`src/rtl/task_write_pkg.sv`:
```
// Shared types and constants for the raw-block pattern writer and its LFSR.
package task_write_pkg;

    typedef enum logic [3:0] {
        IDLE       = 4'd0,
        RST_SPI    = 4'd1,
        WAIT_READY = 4'd2,
        START      = 4'd3,
        WAIT_START = 4'd4,
        WRITE_BYTE = 4'd5,
        WAIT_BYTE  = 4'd6,
        STOP       = 4'd7,
        WAIT_STOP  = 4'd8,
        END_STATE  = 4'd9,
        ERROR      = 4'd10
    } state_t;

    localparam int BLOCK_BYTES = 512;

    // Feedback taps of the 16-bit Fibonacci LFSR shared by the write and compare tasks.
    localparam int LFSR_TAP_A = 15;
    localparam int LFSR_TAP_B = 13;
    localparam int LFSR_TAP_C = 12;
    localparam int LFSR_TAP_D = 10;

    // Width of the counter that masks spi_busy right after entering a wait state.
    localparam int IGNORE_W = 1;

    function automatic logic [15:0] lfsr_step(input logic [15:0] l);
        return {l[14:0], l[LFSR_TAP_A] ^ l[LFSR_TAP_B] ^ l[LFSR_TAP_C] ^ l[LFSR_TAP_D]};
    endfunction

endpackage

```
`src/rtl/pattern_lfsr.sv`:
```
// Byte-pattern LFSR shared by the write and compare tasks so both see the same stream.
module pattern_lfsr
    import task_write_pkg::*;
#(
    parameter logic [15:0] RESET_SEED = 16'hACE1
) (
    input  logic        clk,
    input  logic        rst,
    input  logic        load,
    input  logic        advance,
    input  logic [15:0] seed,
    output logic [15:0] q
);

    // NOTE: sequential state is updated with non-blocking assignments only.
    always_ff @(posedge clk or posedge rst) begin
        if (rst) begin
            q <= RESET_SEED;
        end else if (load) begin
            q <= seed;
        end else if (advance) begin
            q <= lfsr_step(q);
        end
    end

endmodule

```
`src/rtl/task_write_pattern.sv`:
```
// Self-test writer: streams the LFSR pattern into raw SD blocks via the controller's multi-block write.
// Define TASK_WRITE_CHECKSUM_EN to build the running byte-sum on checksum.
module task_write_pattern
    import task_write_pkg::*;
#(
    parameter int          BYTES_TO_WRITE  = 1024,
    parameter int          FIRST_RAW_BLOCK = 50,
    parameter logic [15:0] SEED            = 16'hACE1
) (
    input  logic        clk,
    input  logic        rst,
    output logic        rst_spi,
    output logic        w_multi_block,
    output logic        w_byte,
    output logic [31:0] block_addr,
    output logic [7:0]  data_out,
    input  logic        spi_busy,
    input  logic        spi_err,
    output logic [31:0] bytes_written,
    output logic [15:0] checksum,
    output logic        end_signal,
    output logic        error
);

    localparam logic [31:0] TOTAL_BYTES = 32'(BYTES_TO_WRITE);

    state_t              state;
    state_t              state_next;
    logic [IGNORE_W-1:0] ignore_cnt;
    logic                ignore_done;
    logic [15:0]         lfsr_q;
    logic [7:0]          data_q;
    logic [31:0]         count_q;

    assign ignore_done   = (ignore_cnt == '0);
    assign block_addr    = 32'(FIRST_RAW_BLOCK);
    assign bytes_written = count_q;

    pattern_lfsr #(.RESET_SEED(SEED)) u_lfsr (
        .clk     (clk),
        .rst     (rst),
        .load    (state == IDLE),
        .advance (state == WRITE_BYTE),
        .seed    (SEED),
        .q       (lfsr_q)
    );

    // The controller raises busy one cycle late, so every fresh state entry masks it briefly.
    always_ff @(posedge clk or posedge rst) begin
        if (rst) begin
            state      <= IDLE;
            ignore_cnt <= '0;
        end else begin
            state <= state_next;
            if (state_next != state) begin
                ignore_cnt <= '1;
            end else if (!ignore_done) begin
                ignore_cnt <= ignore_cnt - IGNORE_W'(1);
            end
        end
    end

    always_ff @(posedge clk or posedge rst) begin
        if (rst) begin
            count_q <= '0;
            data_q  <= '0;
        end else if (state == IDLE) begin
            count_q <= '0;
        end else if (state == WRITE_BYTE) begin
            count_q <= count_q + 32'd1;
            data_q  <= lfsr_q[7:0];
        end
    end

    always_comb begin
        // NOTE: default assignment first so no path leaves state_next unassigned (no latch).
        state_next = state;
        unique case (state)
            IDLE:       state_next = RST_SPI;
            RST_SPI:    state_next = WAIT_READY;
            WAIT_READY: if (!spi_busy) state_next = START;
            START:      state_next = WAIT_START;
            WAIT_START: if (ignore_done && !spi_busy) state_next = WRITE_BYTE;
            WRITE_BYTE: state_next = WAIT_BYTE;
            WAIT_BYTE:  if (ignore_done && !spi_busy)
                            state_next = (count_q < TOTAL_BYTES) ? WRITE_BYTE : STOP;
            STOP:       state_next = WAIT_STOP;
            WAIT_STOP:  if (ignore_done && !spi_busy) state_next = END_STATE;
            END_STATE,
            ERROR:      state_next = state;
            default:    state_next = IDLE;
        endcase
        // A controller error aborts any active phase; the terminal states stay put until rst.
        if (spi_err && !(state inside {IDLE, END_STATE, ERROR})) begin
            state_next = ERROR;
        end
    end

    always_comb begin
        rst_spi       = 1'b0;
        w_multi_block = 1'b0;
        w_byte        = 1'b0;
        data_out      = '0;
        end_signal    = 1'b0;
        error         = 1'b0;
        unique case (state)
            RST_SPI:           rst_spi = 1'b1;
            START, WAIT_START: w_multi_block = 1'b1;
            WRITE_BYTE: begin
                w_multi_block = 1'b1;
                w_byte        = 1'b1;
                data_out      = lfsr_q[7:0];
            end
            WAIT_BYTE: begin
                w_multi_block = 1'b1;
                data_out      = data_q;
            end
            END_STATE:         end_signal = 1'b1;
            ERROR:             error = 1'b1;
            default:           ;
        endcase
    end

`ifdef TASK_WRITE_CHECKSUM_EN
    logic [15:0] sum_q;

    always_ff @(posedge clk or posedge rst) begin
        if (rst) begin
            sum_q <= '0;
        end else if (state == IDLE) begin
            sum_q <= '0;
        end else if (state == WRITE_BYTE) begin
            sum_q <= sum_q + {8'h00, lfsr_q[7:0]};
        end
    end

    assign checksum = sum_q;
`else
    assign checksum = 16'h0000;
`endif

endmodule

```
`config.mk`:
```
export PLATFORM = sky130hd
export DESIGN_NAME = task_write_pattern
export DESIGN_NICKNAME = d
export VERILOG_FILES = /design/src/rtl/task_write_pkg.sv /design/src/rtl/pattern_lfsr.sv /design/src/rtl/task_write_pattern.sv
export SDC_FILE = /design/constraint.sdc
export NUM_CORES = 1
export LEC_CHECK = 0
export BUFFER_PORTS_ARGS = -buffer_cell sky130_fd_sc_hd__buf_2
export CAP_MARGIN = 20
export CELL_PAD_IN_SITES_DETAIL_PLACEMENT = 0
export CELL_PAD_IN_SITES_GLOBAL_PLACEMENT = 2
export CORE_ASPECT_RATIO = 0.9
export CORE_MARGIN = 5
export CORE_UTILIZATION = 33
export CTS_CLUSTER_DIAMETER = 80
export DETAILED_ROUTE_END_ITERATION = 6
export PLACE_DENSITY = 0.95
export SLEW_MARGIN = 20
export SYNTH_ARGS = -nofsm -noshare
export SYNTH_HDL_FRONTEND = slang
export SYNTH_SLANG_ARGS = --single-unit
```
`constraint.sdc`:
```
create_clock -name clk -period 3.32 [get_ports clk]
set_clock_uncertainty 0.15 [all_clocks]
set_input_delay 0.498 -clock clk [delete_from_list [all_inputs] [get_ports clk]]
set_output_delay 0.498 -clock clk [all_outputs]
set_load 0.005 [all_outputs]
```
* Yosys cells after proc, flatten, opt, wreduce, memory -nomap -nowiden *
Index checks and enable logic that the tools add are counted.

word-level totals
  bits in latches = 0
  logic and storage cells = 53
  output and inout bits = 93
  register bits after elaboration = 61
  input bits = 4
  ROM bits = 0
  memory bits (writable) = 0
  memories kept = 0

cells by class
  magnitude comparators = 1
  add/sub/neg operators = 2
  equality and inequality tests = 11
  muxes and demuxes = 19
  div/mod/pow operators = 0
  $mul = 0
  reductions and logical operators = 10
  bitwise operators = 5
  shift operators = 0

operators with widths
  operator               count
  $mux 32                2
  $pmux 4 s10            1
  $add 32x1->32 const B  1
  $lt 32x11->1 const B   1
  $mux 16                2
  $mux 4                 5
  $eq 4x3->1 const B     4
  $pmux 8 s2             1
  $eq 4x4->1 const B     3
  $eq 4x2->1 const B     2
  $mux 1                 7
  $eq 4x1->1 const B     1
  $logic_not 4->1        1
  $ne 4x4->1             1
  $reduce_or 4->1        1
  $reduce_bool 3->1      1
  $xor 1x1->1            3
  $logic_and 1x1->1      2
  $logic_not 1->1        2
  $mux 2                 1
  $not 1->1              2
  $reduce_and 2->1       1
  $reduce_bool 2->1      1
  $reduce_or 2->1        1
  $sub 1x1->1 const B    1

* Depth between registers and ports, before layout *
Gate-level depths: netlist (run 1).

  depth in word-level cells = 7
  mapped depth = 7
  mapped depth without buffers = 6

* Hierarchy *
From an unflattened synthesis (run 1), not the netlist that was laid out.

unflattened totals
  cells, all modules = 421
  area, all modules = 3711.1 sq um

by module, submodules not included
  module              sequential area each (sq um)  cells an instance  area an instance (sq um)  times used
  task_write_pattern  1126.1                        347                2906.5                    1
  pattern_lfsr        410.4                         74                 804.5                     1

* Worst setup path after synthesis (run 1) *
Ideal clock, no wire load.

  kind = reg2out
  start = register state[0]
  end = output port data_out[0]
  setup slack = 1.214 ns
  data required time = 2.672 ns
  buffers on the path = 1
  arrival time = 1.458 ns
  stages on the path, launching flop included = 7
  path through = dfrtp_1 buf_2 inv_1 nand2_1 nor3b_1 nand2_1 nand2_1

between the ends
  word-level cells in the longest chain between the ends = 2
  elaborated cells on any way between the ends = 3
  classes of those cells = 2 x eq/ne; 1 x mux

ends and longest elaborated chain
  what                      RTL line                   text
  start: declaration        task_write_pattern.sv:27   state_t state;
  start signal: assignment  task_write_pattern.sv:54   state <= state_next;
  $eq 4x3->1                task_write_pattern.sv:106  unique case (state)
  $pmux 8 s2 *              task_write_pattern.sv:106
  end: declaration          task_write_pattern.sv:16   output logic [7:0] data_out,

Every way passes the cells marked *; elsewhere a longest branch is shown, timed or not.

* Final worst setup path (run 1) *
  start = register state[3]
  end = output port data_out[6]

Same word-level chain as after synthesis.

==> results of run 1 <==
where the power goes:
part	switching (mW)	internal (mW)	total (mW)
Sequential	0.112	0.844	0.956
Combinational	0.200	0.152	0.352
Clock	0.342	0.658	1.00
flip-flops by register name, indices dropped and copies added, names as in the netlist:
| name | cells |
|---|---|
| bytes_written | 32 |
| u_lfsr.q | 16 |
| data_q | 8 |
| state | 4 |
| ignore_cnt | 1 |
logic make-up (layout without fill, tap and decap cells):
kind of cell               Yosys count  after routing  synth area share, %
and+or+nand+nor                    176            176                26.29
buffers and inverters               66             74                13.13
DFF                                 61             61                45.03
AOI/OAI and AO/OA                   45             45                8.214
xor gates and xnor gates            24             24                6.161
other                                2             48               0.2201
muxes                                2              2               0.5867
adders and majority gates            1              1               0.3666
layer usage:
layer,part of all wire (%),up-vias,global-route usage (%)
met1,46,1248,17.39
met4,0.52,0,2.457
met5,0,-,0
met3,6.5,5,4.269
met2,47,65,17.77
li1,-,1284,-
area by class of cell:
class,instances,area [um2]
Inverter,6,22.52
Clock buffer,9,225.2
Fill cell,1031,6222
Tap cell,129,161.4
Multi-Input combinational cell,296,1609
Timing Repair Buffer,52,282.8
Sequential cell,61,1536
Clock inverter,7,100.1
stage by stage:
stage | hold WS, ns | util (%) | cell area [um2] | std cells
5_1_grt | 0.1961 | 38.76 | 3938 | 560
4_1_cts | 0.1464 | 38.76 | 3938 | 560
2_1_floorplan | 0.2960 | - | 3585 | 423
6_report | 0.1335 | 38.76 | 3938 | 560
3_5_place_dp | 0.3129 | 35.55 | 3612 | 544
3_3_place_gp | 0.3090 | 35.55 | 3612 | 544
cells in the mapped netlist, types with 3 or more instances:
master    count
or4_1         3
or3_1         8
a21oi_1      14
a22o_1        4
nand2b_1      3
o22a_1        4
dfstp_2       8
inv_1         5
buf_2         7
clkbuf_1      3
buf_4        49
nor2_1       28
dfrtp_1      53
nand2_1      76
xor2_1       15
nor3_2        3
o21ai_0      14
and3_1        7
xnor2_1       9
nand3_1      16
nor3_1        6
nor4_1        4
nand4_1       8
worst max-delay path by stage:
stage | startpoint | slack (ns) | endpoint | cells past startpoint
6_report | state[3] | 0.51 | data_out[6] | 5
5_1_grt | state[3] | 0.34 | data_out[3] | 5
4_1_cts | state[3] | 0.53 | data_out[3] | 5
3_5_place_dp | state[3] | 0.91 | data_out[3] | 5
3_3_place_gp | state[3] | 0.91 | data_out[6] | 5
2_1_floorplan | rst | 1.17 | bytes_written[0] | 1
worst max-delay path: stages (launching register included):
cell       delay (ns)
dfrtp_1          0.69
nand4bb_4        0.26
clkinv_1         0.40
nand2_1          0.27
nand2_1          0.08
buf_2            0.13
==> impl_metrics.json, run 1 <==
{
  "initial_utilization_pct": 33.58,
  "clockRootBuffer": "clkbuf_16",
  "drv_slew": 0,
  "async_flop_share_pct": 100.0,
  "period_minus_slack_ns": 2.807,
  "irDropWorstVdd_mv": 0.2583,
  "die_area_um2": 12480,
  "critPathRequiredTime_ns": 2.67,
  "r2r_start": "state[3]",
  "grt_overflow": 0,
  "synthDistinctLibCells": 46,
  "ios": 97,
  "synth.area.top_cells": "dfrtp_1 (39%), buf_4 (11%), nand2_1 (8.4%), dfstp_2 (6.2%), xor2_1 (3.9%)",
  "antenna_found_initial": 0,
  "grt_pass1_vias": 2364,
  "worstSetupStartpointType": "register",
  "avgSynthCellArea_um2": 9.050,
  "p_leak_nw": 2.025,
  "drc": 0,
  "tritoncts": "yes",
  "synth_area_um2": 3412,
  "routed_wl_um": 7514,
  "path_clk_slew_ns": 0.05,
  "clockBufferDepth": 2,
  "setup_tns_ns": 0,
  "cts_buffers": 9,
  "power.total_mw": 2.308,
  "hpwl_um": 5346,
  "cts-hold-fix-buffers": 0,
  "die_height_um": 106.5,
  "cts_sinks": 61,
  "worst-r2r-setup-slack_ns": 0.98,
  "hold_viol": 0,
  "hold_path_class": "in2async",
  "clk_latency_ns": 0.32,
  "final_cell_mix": "nand2_1 (76), dfrtp_1 (53), conb_1 (48), buf_2 (48), nor2_1 (28)",
  "place.gp.congestion": 0.7820,
  "p_per_area_nw_per_um2": 586.2,
  "netlist.area_leader.share_pct": 38.87,
  "worst_slew_pin_slew_ns": 1.047,
  "dr.pass1.iters": 4,
  "r2r_cells": 6,
  "grt_max_degree": 33,
  "yosysSeqAreaShare_pct": 45.03,
  "cts_resized": 0,
  "arrival_ns": 2.16,
  "path_max_fanout": 17,
  "worstSetupPathType": "reg2out",
  "synth_edf_count": 0,
  "slew_headroom_pct": 29.69,
  "drt-initial-drc-count": 151,
  "die_w_um": 117.2,
  "post-route-period-util_pct": 84.55,
  "antenna_cells": 0,
  "postSynthCellCount": 377,
  "rsz0062_at_grt": "false",
  "fin_nets": 431,
  "ys_ff_latch": 61,
  "drive_above_1_share_pct": 20.65,
  "num_vias": 2602,
  "port_buffers": 48,
  "layout_commonest_cell": "nand2_1",
  "syn2layout_area_growth_pct": 15.40,
  "synth_area_leader_cell": "dfrtp_1",
  "r2r-end": "bytes_written[24]",
  "cap_violations": 0,
  "htree_levels": 3,
  "finalSetupViolations": 0,
  "row_count": 35,
  "coreArea_um2": 10160,
  "wl_per_cell_um": 13.42,
  "track_usage_pct": 12.17,
  "cts_setup_buffers": 0,
  "place_ws_ns": 0.9055,
  "synth_warnings": 0,
  "cp-end-kind": "output pin",
  "post_drt_via_cell_ratio": 4.646,
  "ant_nets": 0,
  "ys.flop_type": "dfrtp_1",
  "fin_ws_ns": 0.5129,
  "fmaxAchievable_ghz": 0.3562,
  "run_status": "completed",
  "grt_pass1_wl_um": 12030
}
No activity file was read; power rests on OpenSTA's default activity.
==> run 2, diff against run 1 <==
- CORE_UTILIZATION: 33 -> 31
- PLACE_DENSITY: 0.95 -> 0.91
- clock period: 3.32 -> 2.8 ns (I/O delays scaled with it)
==> impl_metrics.json, run 2 (synthesized netlist as in run 1, its figures left out) <==
{
  "run_status": "completed",
  "place_area_um2": 3620,
  "tritoncts": "yes",
  "grt_pass1_wl_um": 12500,
  "dr.pass1.iters": 4,
  "rsz0062_at_grt": "false",
  "die_w_um": 120.6,
  "fin_nets": 433,
  "hold_viol": 0,
  "clk_latency_ns": 0.33,
  "arrival_ns": 1.91,
  "slowest_delay_ns": 0.70,
  "p_leak_nw": 2.012,
  "cts-hold-fix-buffers": 0,
  "initial_utilization_pct": 31.56,
  "irDropWorstVdd_mv": 0.2928,
  "stdcell_area_um2": 3880,
  "period_minus_slack_ns": 2.477,
  "grt_pass1_vias": 2481,
  "worstSetupPathType": "reg2out",
  "cts_resized": 0,
  "die_area_um2": 13210,
  "antenna_cells": 0,
  "drv_slew": 0,
  "worst_path_max_delay_cell": "dfrtp_1",
  "post-route-period-util_pct": 88.46,
  "final_cell_mix": "nand2_1 (76), dfrtp_1 (53), conb_1 (48), buf_2 (48), nor2_1 (28)",
  "path_common_cell": "nand2_1",
  "hold_path_class": "in2async",
  "finalSetupViolations": 0,
  "slew_headroom_pct": 48.29,
  "path_max_fanout": 16,
  "place_ws_ns": 0.6438,
  "num_vias": 2616,
  "hpwl_um": 5466,
  "antenna_found_initial": 0,
  "p_per_area_nw_per_um2": 650.6,
  "clockBufferDepth": 2,
  "ant_nets": 0,
  "cap_violations": 0,
  "htree_levels": 3,
  "cts_sinks": 61,
  "grt_max_degree": 62,
  "die_height_um": 109.5,
  "wl_per_cell_um": 13.57,
  "clockRootBuffer": "clkbuf_16",
  "drc": 0,
  "syn2layout_area_growth_pct": 13.71,
  "layout_commonest_cell": "nand2_1",
  "routed_wl_um": 7665,
  "port_buffers": 48,
  "drt-initial-drc-count": 162,
  "cp-end-kind": "output pin",
  "cts_buffers": 9,
  "worst_slew_pin_slew_ns": 0.7756,
  "path_clk_slew_ns": 0.05,
  "row_count": 36,
  "critPathRequiredTime_ns": 2.23,
  "cts_setup_buffers": 0,
  "worstSetupStartpointType": "register",
  "post_drt_via_cell_ratio": 4.630,
  "fin_ws_ns": 0.3230,
  "ios": 97,
  "setup_tns_ns": 0,
  "largest_reg_flops": 32,
  "fmaxAchievable_ghz": 0.4037,
  "track_usage_pct": 11.90,
  "coreArea_um2": 10810,
  "grt_overflow": 0,
  "drive_above_1_share_pct": 20.14,
  "place.gp.congestion": 0.7799,
  "crit_chain": "nand4bb_4 > clkinv_1 > buf_4 > nand2_1 > nand2_1 > buf_2"
}
## run 2: changes by cell type in the layout (fill, tap and decap cells not counted), moves of 2 or more
cell / before / now
buf_4: 3 / 6
clkbuf_1: 0 / 3
clkinvlp_4: 3 / 0
bufinv_16: 2 / 0
clkinv_2: 0 / 2
clkinv_4: 2 / 0
## run 2: layout make-up
cell class / count / area, um2
Fill cell: 1148 / 6930
Timing Repair Buffer: 54 / 285.3
Clock inverter: 2 / 10.01
Inverter: 6 / 22.52
Multi-Input combinational cell: 296 / 1609
Sequential cell: 61 / 1536
Clock buffer: 13 / 250.2
Tap cell: 133 / 166.4
## run 2: final timing paths
kind	startpoint	depth (start not counted)	to	slack (ns)
worst min register to register	u_lfsr.q[3]	2	u_lfsr.q[3]	0.32
worst max register to register	state[2]	5	bytes_written[28]	0.64
worst max-delay path	state[2]	6	data_out[4]	0.32
min in group clk	spi_err	2	state[2]	0.20
max in group asynchronous	rst	3	bytes_written[24]	1.82
worst min-delay path	rst	3	bytes_written[7]	0.17
## run 2: routing by layer
metal  vias up  global-route usage [%]  share of wire, %
li1       1282                       -                 -
met1      1267                   15.20                46
met2        62                   18.99                47
met3         5                   4.475               6.6
met4         0                   3.398              0.64
met5         -                       0                 0
## run 2: worst max-delay path: cells and delay by family, from the launching register on
kind / cells / cell delay [ns]
simple gates: 3 / 0.46
flops: 1 / 0.70
buf+inv: 3 / 0.41
## run 2: report_power, final
group | switching, mW | total, mW | internal (mW)
sequential | 0.106 | 1.11 | 1.00
clock | 0.356 | 0.970 | 0.614
combinational | 0.263 | 0.447 | 0.184
## run 2: through the flow
| step | instances | total power [mW] | util (%) | hold WS [ns] |
|---|---|---|---|---|
| 6_report | 565 | 2.524 | 35.89 | 0.1653 |
| 2_1_floorplan | 423 | 1.503 | - | 0.2960 |
| 3_5_place_dp | 550 | 1.570 | 33.48 | 0.3140 |
| 4_1_cts | 565 | 2.561 | 35.89 | 0.1939 |
| 3_3_place_gp | 550 | 1.565 | 33.48 | 0.3085 |
| 5_1_grt | 565 | 2.671 | 35.89 | 0.2009 |
